==> src/rtl/cpu_pkg.sv <==
// Shared encodings for the PC-source unit: sequencer state codes and the
// conventional meaning of each PC source index.
package cpu_pkg;

    localparam logic [1:0] ST_RUN      = 2'd0;
    localparam logic [1:0] ST_EXC_WAIT = 2'd1;
    localparam logic [1:0] ST_EXC_LOAD = 2'd2;

    localparam int SRC_REGA   = 0;
    localparam int SRC_ALU    = 1;
    localparam int SRC_JUMP   = 2;
    localparam int SRC_ALUOUT = 3;
    localparam int SRC_EPC    = 4;
    localparam int SRC_EXCVEC = 5;

    // Branch taken when zero (beq) or when not zero (bne).
    function automatic logic pc_enable(input logic wr, input logic wr_cond,
                                       input logic zero, input logic ne);
        return wr | (wr_cond & (zero ^ ne));
    endfunction

endpackage

==> src/rtl/pc_src_mux.sv <==
// NUM_SRC-way selector over a packed source bus; an out-of-range select
// yields all zeros and drops sel_ok.
module pc_src_mux
    import cpu_pkg::*;
#(
    parameter int WIDTH   = 32,
    parameter int NUM_SRC = 6,
    parameter int SEL_W   = 3
) (
    input  logic [WIDTH*NUM_SRC-1:0] src_bus,
    input  logic [SEL_W-1:0]         sel,
    output logic [WIDTH-1:0]         dout,
    output logic                     sel_ok
);

    logic [WIDTH-1:0] src_arr [NUM_SRC];

    for (genvar gi = 0; gi < NUM_SRC; gi++) begin : g_unpack
        assign src_arr[gi] = src_bus[gi*WIDTH +: WIDTH];
    end

    always_comb begin
        dout   = '0;
        sel_ok = 1'b0;
        for (int i = 0; i < NUM_SRC; i++) begin
            if (int'(sel) == i) begin
                dout   = src_arr[i];
                sel_ok = 1'b1;
            end
        end
    end

endmodule

==> src/rtl/pc_src_unit.sv <==
// PC register with source selection, conditional branch writes and an
// exception-entry sequencer that waits for the vector to arrive from memory.
module pc_src_unit
    import cpu_pkg::*;
#(
    parameter int              WIDTH    = 32,
    parameter int              NUM_SRC  = 6,
    parameter int              SEL_W    = 3,
    parameter int              EXC_SRC  = 5,
    parameter int              MEM_LAT  = 1,
    parameter logic [WIDTH-1:0] RESET_PC = '0
) (
    input  logic                     clk,
    input  logic                     reset,
    input  logic [WIDTH*NUM_SRC-1:0] src_bus,
    input  logic [SEL_W-1:0]         pc_src,
    input  logic                     pc_write,
    input  logic                     pc_write_cond,
    input  logic                     alu_zero,
    input  logic                     branch_ne,
    input  logic                     exc_req,
    input  logic [WIDTH-1:0]         epc_in,
    output logic [WIDTH-1:0]         pc_next,
    output logic [WIDTH-1:0]         pc_out,
    output logic [WIDTH-1:0]         epc_out,
    output logic                     exc_busy,
    output logic                     sel_err
);

    logic [WIDTH-1:0] pc_q, pc_d;
    logic [WIDTH-1:0] epc_q, epc_d;
    logic [1:0]       state_q, state_d;
    logic [3:0]       lat_cnt_q, lat_cnt_d;
    logic             sel_err_q, sel_err_d;
    logic             sel_ok;
    logic             pc_en;
    logic [WIDTH-1:0] exc_vec;

    pc_src_mux #(
        .WIDTH   (WIDTH),
        .NUM_SRC (NUM_SRC),
        .SEL_W   (SEL_W)
    ) u_mux (
        .src_bus (src_bus),
        .sel     (pc_src),
        .dout    (pc_next),
        .sel_ok  (sel_ok)
    );

    assign exc_vec = src_bus[EXC_SRC*WIDTH +: WIDTH];
    assign pc_en   = pc_enable(pc_write, pc_write_cond, alu_zero, branch_ne);

    always_comb begin
        pc_d      = pc_q;
        epc_d     = epc_q;
        state_d   = state_q;
        lat_cnt_d = lat_cnt_q;
        sel_err_d = sel_err_q;
        case (state_q)
            ST_RUN: begin
                // Exception wins over a simultaneous PC write.
                if (exc_req) begin
                    epc_d     = epc_in;
                    lat_cnt_d = 4'(MEM_LAT - 1);
                    state_d   = ST_EXC_WAIT;
                end else if (pc_en) begin
                    if (sel_ok) begin
                        pc_d = pc_next;
                    end else begin
                        sel_err_d = 1'b1;
                    end
                end
            end
            ST_EXC_WAIT: begin
                if (lat_cnt_q == 4'd0) begin
                    state_d = ST_EXC_LOAD;
                end else begin
                    lat_cnt_d = lat_cnt_q - 4'd1;
                end
            end
            ST_EXC_LOAD: begin
                pc_d    = exc_vec;
                state_d = ST_RUN;
            end
            default: state_d = ST_RUN;
        endcase
    end

    always_ff @(posedge clk or negedge reset) begin
        if (!reset) begin
            pc_q      <= RESET_PC;
            epc_q     <= '0;
            state_q   <= ST_RUN;
            lat_cnt_q <= '0;
            sel_err_q <= 1'b0;
        end else begin
            pc_q      <= pc_d;
            epc_q     <= epc_d;
            state_q   <= state_d;
            lat_cnt_q <= lat_cnt_d;
            sel_err_q <= sel_err_d;
        end
    end

    assign pc_out   = pc_q;
    assign epc_out  = epc_q;
    assign exc_busy = (state_q != ST_RUN);
    assign sel_err  = sel_err_q;

endmodule

==> config.mk <==
export PLATFORM = sky130hd
export DESIGN_NAME = pc_src_unit
export DESIGN_NICKNAME = d
export VERILOG_FILES = /design/src/rtl/cpu_pkg.sv /design/src/rtl/pc_src_mux.sv /design/src/rtl/pc_src_unit.sv
export SDC_FILE = /design/constraint.sdc
export NUM_CORES = 1
export LEC_CHECK = 0
export BUFFER_PORTS_ARGS = -buffer_cell sky130_fd_sc_hd__buf_4
export CAP_MARGIN = 15
export CORE_AREA = 4 4 129 131
export DETAILED_ROUTE_END_ITERATION = 10
export DIE_AREA = 0 0 133 135
export PLACE_DENSITY = 0.67
export SKIP_LAST_GASP = 1
export SLEW_MARGIN = 20
export SYNTH_ARGS = -nofsm -noshare
export SYNTH_HDL_FRONTEND = slang
export SYNTH_SLANG_ARGS = --single-unit
==> constraint.sdc <==
create_clock -name clk -period 2.6 [get_ports clk]
set_clock_uncertainty 0.1 [all_clocks]
set_input_delay 0.52 -clock clk [delete_from_list [all_inputs] [get_ports clk]]
set_output_delay 0.52 -clock clk [all_outputs]
set_load 0.03 [all_outputs]
# ---- Yosys cells after proc, flatten, opt, wreduce, memory -nomap -nowiden
# Cells that the tools add are included.
dict set report word_totals {
  regBits 71
  in_bits 234
  output_inout_bits 98
  elab_cells 57
}
dict set report classes {
  n_addsub 1
  eq_ne 13
  n_mux 22
  n_bitwise 5
  reduce_logical 11
}
# operator count
set ops {}
lappend ops {{2-to-1 mux 32 bit} 9}
lappend ops {{case mux 32 bit (2 select lines)} 1}
lappend ops {{== test 3 bit, second input constant} 4}
lappend ops {{!= test 2 bit, second input constant} 6}
lappend ops {{2-to-1 mux 4 bit} 2}
lappend ops {{case mux 4 bit (2 select lines)} 1}
lappend ops {{AND reduction 4 bit} 2}
lappend ops {{2-to-1 mux 1 bit} 6}
lappend ops {{nonzero test 2 bit} 3}
lappend ops {{zero test 4 bit} 1}
lappend ops {{2-to-1 mux 2 bit} 2}
lappend ops {{case mux 2 bit (2 select lines)} 1}
lappend ops {{AND reduction 2 bit} 2}
lappend ops {{subtractor 4 x 1 -> 4 bit, second input constant} 1}
lappend ops {{== test 3 x 2 -> 1 bit, second input constant} 1}
lappend ops {{zero test 3 bit} 1}
lappend ops {{AND reduction 3 bit} 1}
lappend ops {{== test 2 x 1 -> 1 bit, second input constant} 1}
lappend ops {{== test 2 bit, second input constant} 1}
lappend ops {{zero test 2 bit} 1}
lappend ops {{NOT 1 bit} 2}
lappend ops {{AND 1 bit} 1}
lappend ops {{bitwise OR 1 bit} 1}
lappend ops {{bitwise XOR 1 bit} 1}

# ---- Logic depth before layout (Yosys ltp)
dict set report depth {
  word_depth 11
  mapped_depth 7
  depth_no_buf 6
}

# ---- Cells and area by module
# Synthesis repeated with hierarchy kept, for this count alone.
dict set report hier_totals {
  hier_cells 494
  hier_area_um2 5547.8
}
# mod n_inst cells_each area_each_um2
set by_module_without_submodules {}
lappend by_module_without_submodules {pc_src_unit 1 295 3619.7}
lappend by_module_without_submodules {pc_src_mux 1 199 1928.1}

# ---- Worst setup path after synthesis
# No wires, ideal clock.
dict set report synth_path {
  kind {input port to output port}
  from {in pc_src[2]}
  to {out pc_next[10]}
  arrival_ps 1975
  slack_ps 5
  cell_stages 5
  path_buffers 2
  cell_sequence {nand2b_1 buf_4 buf_2 o221a_2 nor3b_1}
}
dict set report synth_via {
  elab_chain_len 7
  elab_cells_between_ends 12
}
# element line_no
set synth_lines {}
lappend synth_lines {{start, declared} pc_src_unit.sv:16} ;# input logic [SEL_W-1:0] pc_src,
lappend synth_lines {{zero test 3 bit} pc_src_mux.sv:26} ;# if (int'(sel) == i) begin
lappend synth_lines {{2-to-1 mux 32 bit (5 in a row)} pc_src_mux.sv:26}
lappend synth_lines {{2-to-1 mux 32 bit *} pc_src_mux.sv:26}
lappend synth_lines {{end, declared} pc_src_unit.sv:23} ;# output logic [WIDTH-1:0] pc_next,
# Every way passes the cells marked *; elsewhere a longest branch is shown, timed or not.

# ---- Final worst setup path
dict set report layout_path {
  from {in pc_src[2]}
  to {out pc_next[11]}
}
# The elaborated chain is that of the path after synthesis.

==> reports/qor.txt <==
worst flop-to-flop path startpoint - state_q[1]
number of antenna-violating nets in the routed design - 0
CTS tree - built
Hold Path Class - input port to async pin
CP Cell Sequence - buf_4 -> nand2b_2 -> buf_12 -> o221a_1 -> nor3b_1 -> buf_4
fin crit share - 97.9%
commonest cells after routing, fill and taps aside - buf_4 (340), dfrtp_1 (71), inv_1 (36)
type of the worst setup path - input port to primary output
depth of the most critical reg-to-reg path - 4
Setup Total Neg Slack - 0 ps
number of primary I/O pins - 332
clock slew at the register clock pins of the worst setup and hold paths - 60 ps
fraction of post-synthesis cell area in the top cell type by area - 32.9%
starting density of the core - 34.6%
Seq/Total Area, Yosys - 32.9%
Placed Instance Area - 8080 sq um
R2R setup slack - 540 ps
per-cell routed wire length - 19.9 um
total count of max-transition violations in the final report - 0
Post-Syn Instances - 509
final worst hold slack - 231 ps
Die Ht - 135 um
clock tree root driver cell - clkbuf_16
CTS max path bufs - 2
number of DRC violations after detailed routing - 0
remaining global-route overflow - 0
deepest level of the CTS H-tree - 3
Post-Place Setup Slack - 68.3 ps
IO buf count - 331
cts bufs inserted - 9
Worst VDD drop - 568 uV
Critical Path RT - 1980 ps
number of different library cells in the post-synthesis netlist - 40
final core occ - 53.7%
Filler Cells Inserted - 1379
pin count of the biggest net entering global routing - 72
cell type with the largest total area after synthesis - dfrtp_1
GRT Total Usage - 21.8%
Post CTS Setup Buffer Count - 0
floorplan die width - 133 um
result of the run - finished, final reports clean
number of synthesized register bits - 71
Sinks on Clock Net - 71
reported max-cap violation count - 0
kind of launch point of the worst setup path - input port
number of global-route vias before repair - 6147
Leak Pwr - 0.00385 uW
std cell rows - 46
post-synth net total - 744
drt via density - 5.54
half-perimeter wire length after detailed placement - 15800 um
number of endpoints failing setup at the final stage - 0
number of antenna violations at the first check in global routing - 0
minimum period implied by the final worst setup slack - 2540 ps
global-route wire length before repair - 31800 um
Worst setup EP type - primary output
area growth from synthesis to layout - 55.0%
Rel. slew slack - 32.2%
CP max-delay cell - nor3b_1
n_diodes - 0
RR Endpoint - epc_out[3]
Starting DRT DRC Count - 310
clock latency on the worst-skew pair - 330 ps
largest stage delay on the critical path - 300 ps
leading cell types by total area after synthesis - dfrtp_1 (33%), mux2_2 (6.7%), nor2_4 (6.3%), mux2i_1 (6.1%), a221o_1 (5.9%)
P per Cell Area - 856 nW/um^2
total non-filler cell area in the finished layout - 8380 sq um
via count of the routed design - 5758
ratio of cells with drive above 1 in the final layout - 57.6%
critical path data arrival time - 1920 ps
Core Area - 15600 sq um
peak clock frequency supported by timing - 0.393 GHz
fraction of registers with async set or reset after synthesis - 100%
largest fanout on the critical path - 46
# hold bufs at CTS - 0
Total Wirelength - 20700 um
die area - 18000 sq um
Synth Flop Type - dfrtp_1
transition time at the pin with the least slew margin - 1010 ps
number of synthesized flops with an enable pin - 0
number of warnings printed during yosys synthesis - 0
Hold Vio Cnt, Final - 0
unrepaired setup endpoints after global routing - no
worst path setup slack after routing - 55.1 ps
cell occurring most often along the worst timing path - buf_4
area of the mapped netlist - 5400 sq um
routability congestion estimate - 0.902
final-stage net count - 1053
total iterations of the first detailed-routing run - 5
number of gates given a new drive strength after cts - 0
most common library cell in the layout ignoring fill and taps - buf_4
mean post-synth cell area - 10.6 sq um
==> how the worst max path moves through the flow <==
stage,from,to,slack [ps],cells after the start
global route,pc_src[0],pc_next[31],9,6
CTS,pc_src[2],pc_next[11],60,6
floorplan,pc_src[2],pc_next[10],5,5
global placement,pc_src[2],pc_next[31],100,6
detailed placement,pc_src[2],pc_next[11],70,6
finish,pc_src[2],pc_next[11],60,6
==> cell usage after synthesis, drive strengths merged (2+ instances only) <==
library cell,count
nand2,2
buf,26
o221a,32
inv,36
o21ai,2
nor3,3
mux2,32
nor2,37
clkbuf,23
a21oi,33
a211oi,32
o22ai,33
nor2b,2
a221o,32
or3b,2
nor3b,32
nor4b,32
nand3,4
mux2i,33
dfrtp,71
xor2,3
==> registers in the layout, summed over array words and instances, names as in the netlist <==
name,cells
sel_err,1
epc_out,32
state_q,2
lat_cnt_q,4
pc_out,32
==> area by class of cell <==
cell class | count | area [sq um] | area share, %
clock buffers | 10 | 229 | 2.73
clock inverters | 6 | 68.8 | 0.822
inverters | 36 | 135 | 1.61
multi-input cells | 353 | 3200 | 38.2
flip-flops and latches | 71 | 1780 | 21.2
well taps | 216 | 270 | 3.23
repair buffers | 347 | 2690 | 32.1
==> layer usage <==
metal  vias up  part of all wire [%]  routed length [um]  track usage, %
met3        45                   7.5                1540            5.92
met1      2815                    38                7800            24.7
met4         0                   2.6                 544            7.27
met2       279                    52               10800            39.8
met5         -                     0                   0               0
li1       2619                     -                   -               -
==> worst max-delay path: cells and delay by family <==
family | cells | cell delay (ps)
simple gates | 2 | 520
compound gates | 1 | 290
buf+inv | 3 | 560
==> logic make-up (layout without fill, tap and decap cells) <==
| logic type | count (synthesis) | after routing | synth area share (%) |
|---|---|---|---|
| AO/OA/AOI/OAI | 168 | 168 | 24.8 |
| AND/OR/NAND/NOR | 116 | 116 | 20.4 |
| buffers and inverters | 85 | 399 | 8.38 |
| flip-flops | 71 | 71 | 32.9 |
| multiplexers | 65 | 65 | 12.8 |
| XOR/XNOR | 3 | 3 | 0.486 |
| adder cells (fa/ha/maj) | 1 | 1 | 0.231 |
==> power by group <==
group	total [uW]	switching [uW]	leakage [uW]	internal [uW]
sequential	1960	322	0.000869	1630
clock	1250	502	0.000143	748
combinational	3960	2260	0.00284	1700
total	7170	3090	0.00385	4080
==> through the flow <==
step / cells / total power [uW]
floorplan: 509 / 4310
global placement: 1023 / 5860
CTS: 1039 / 7240
finish: 1039 / 7170
global route: 1039 / 7540
detailed placement: 1023 / 5950
(Power assumes the default switching activity.)
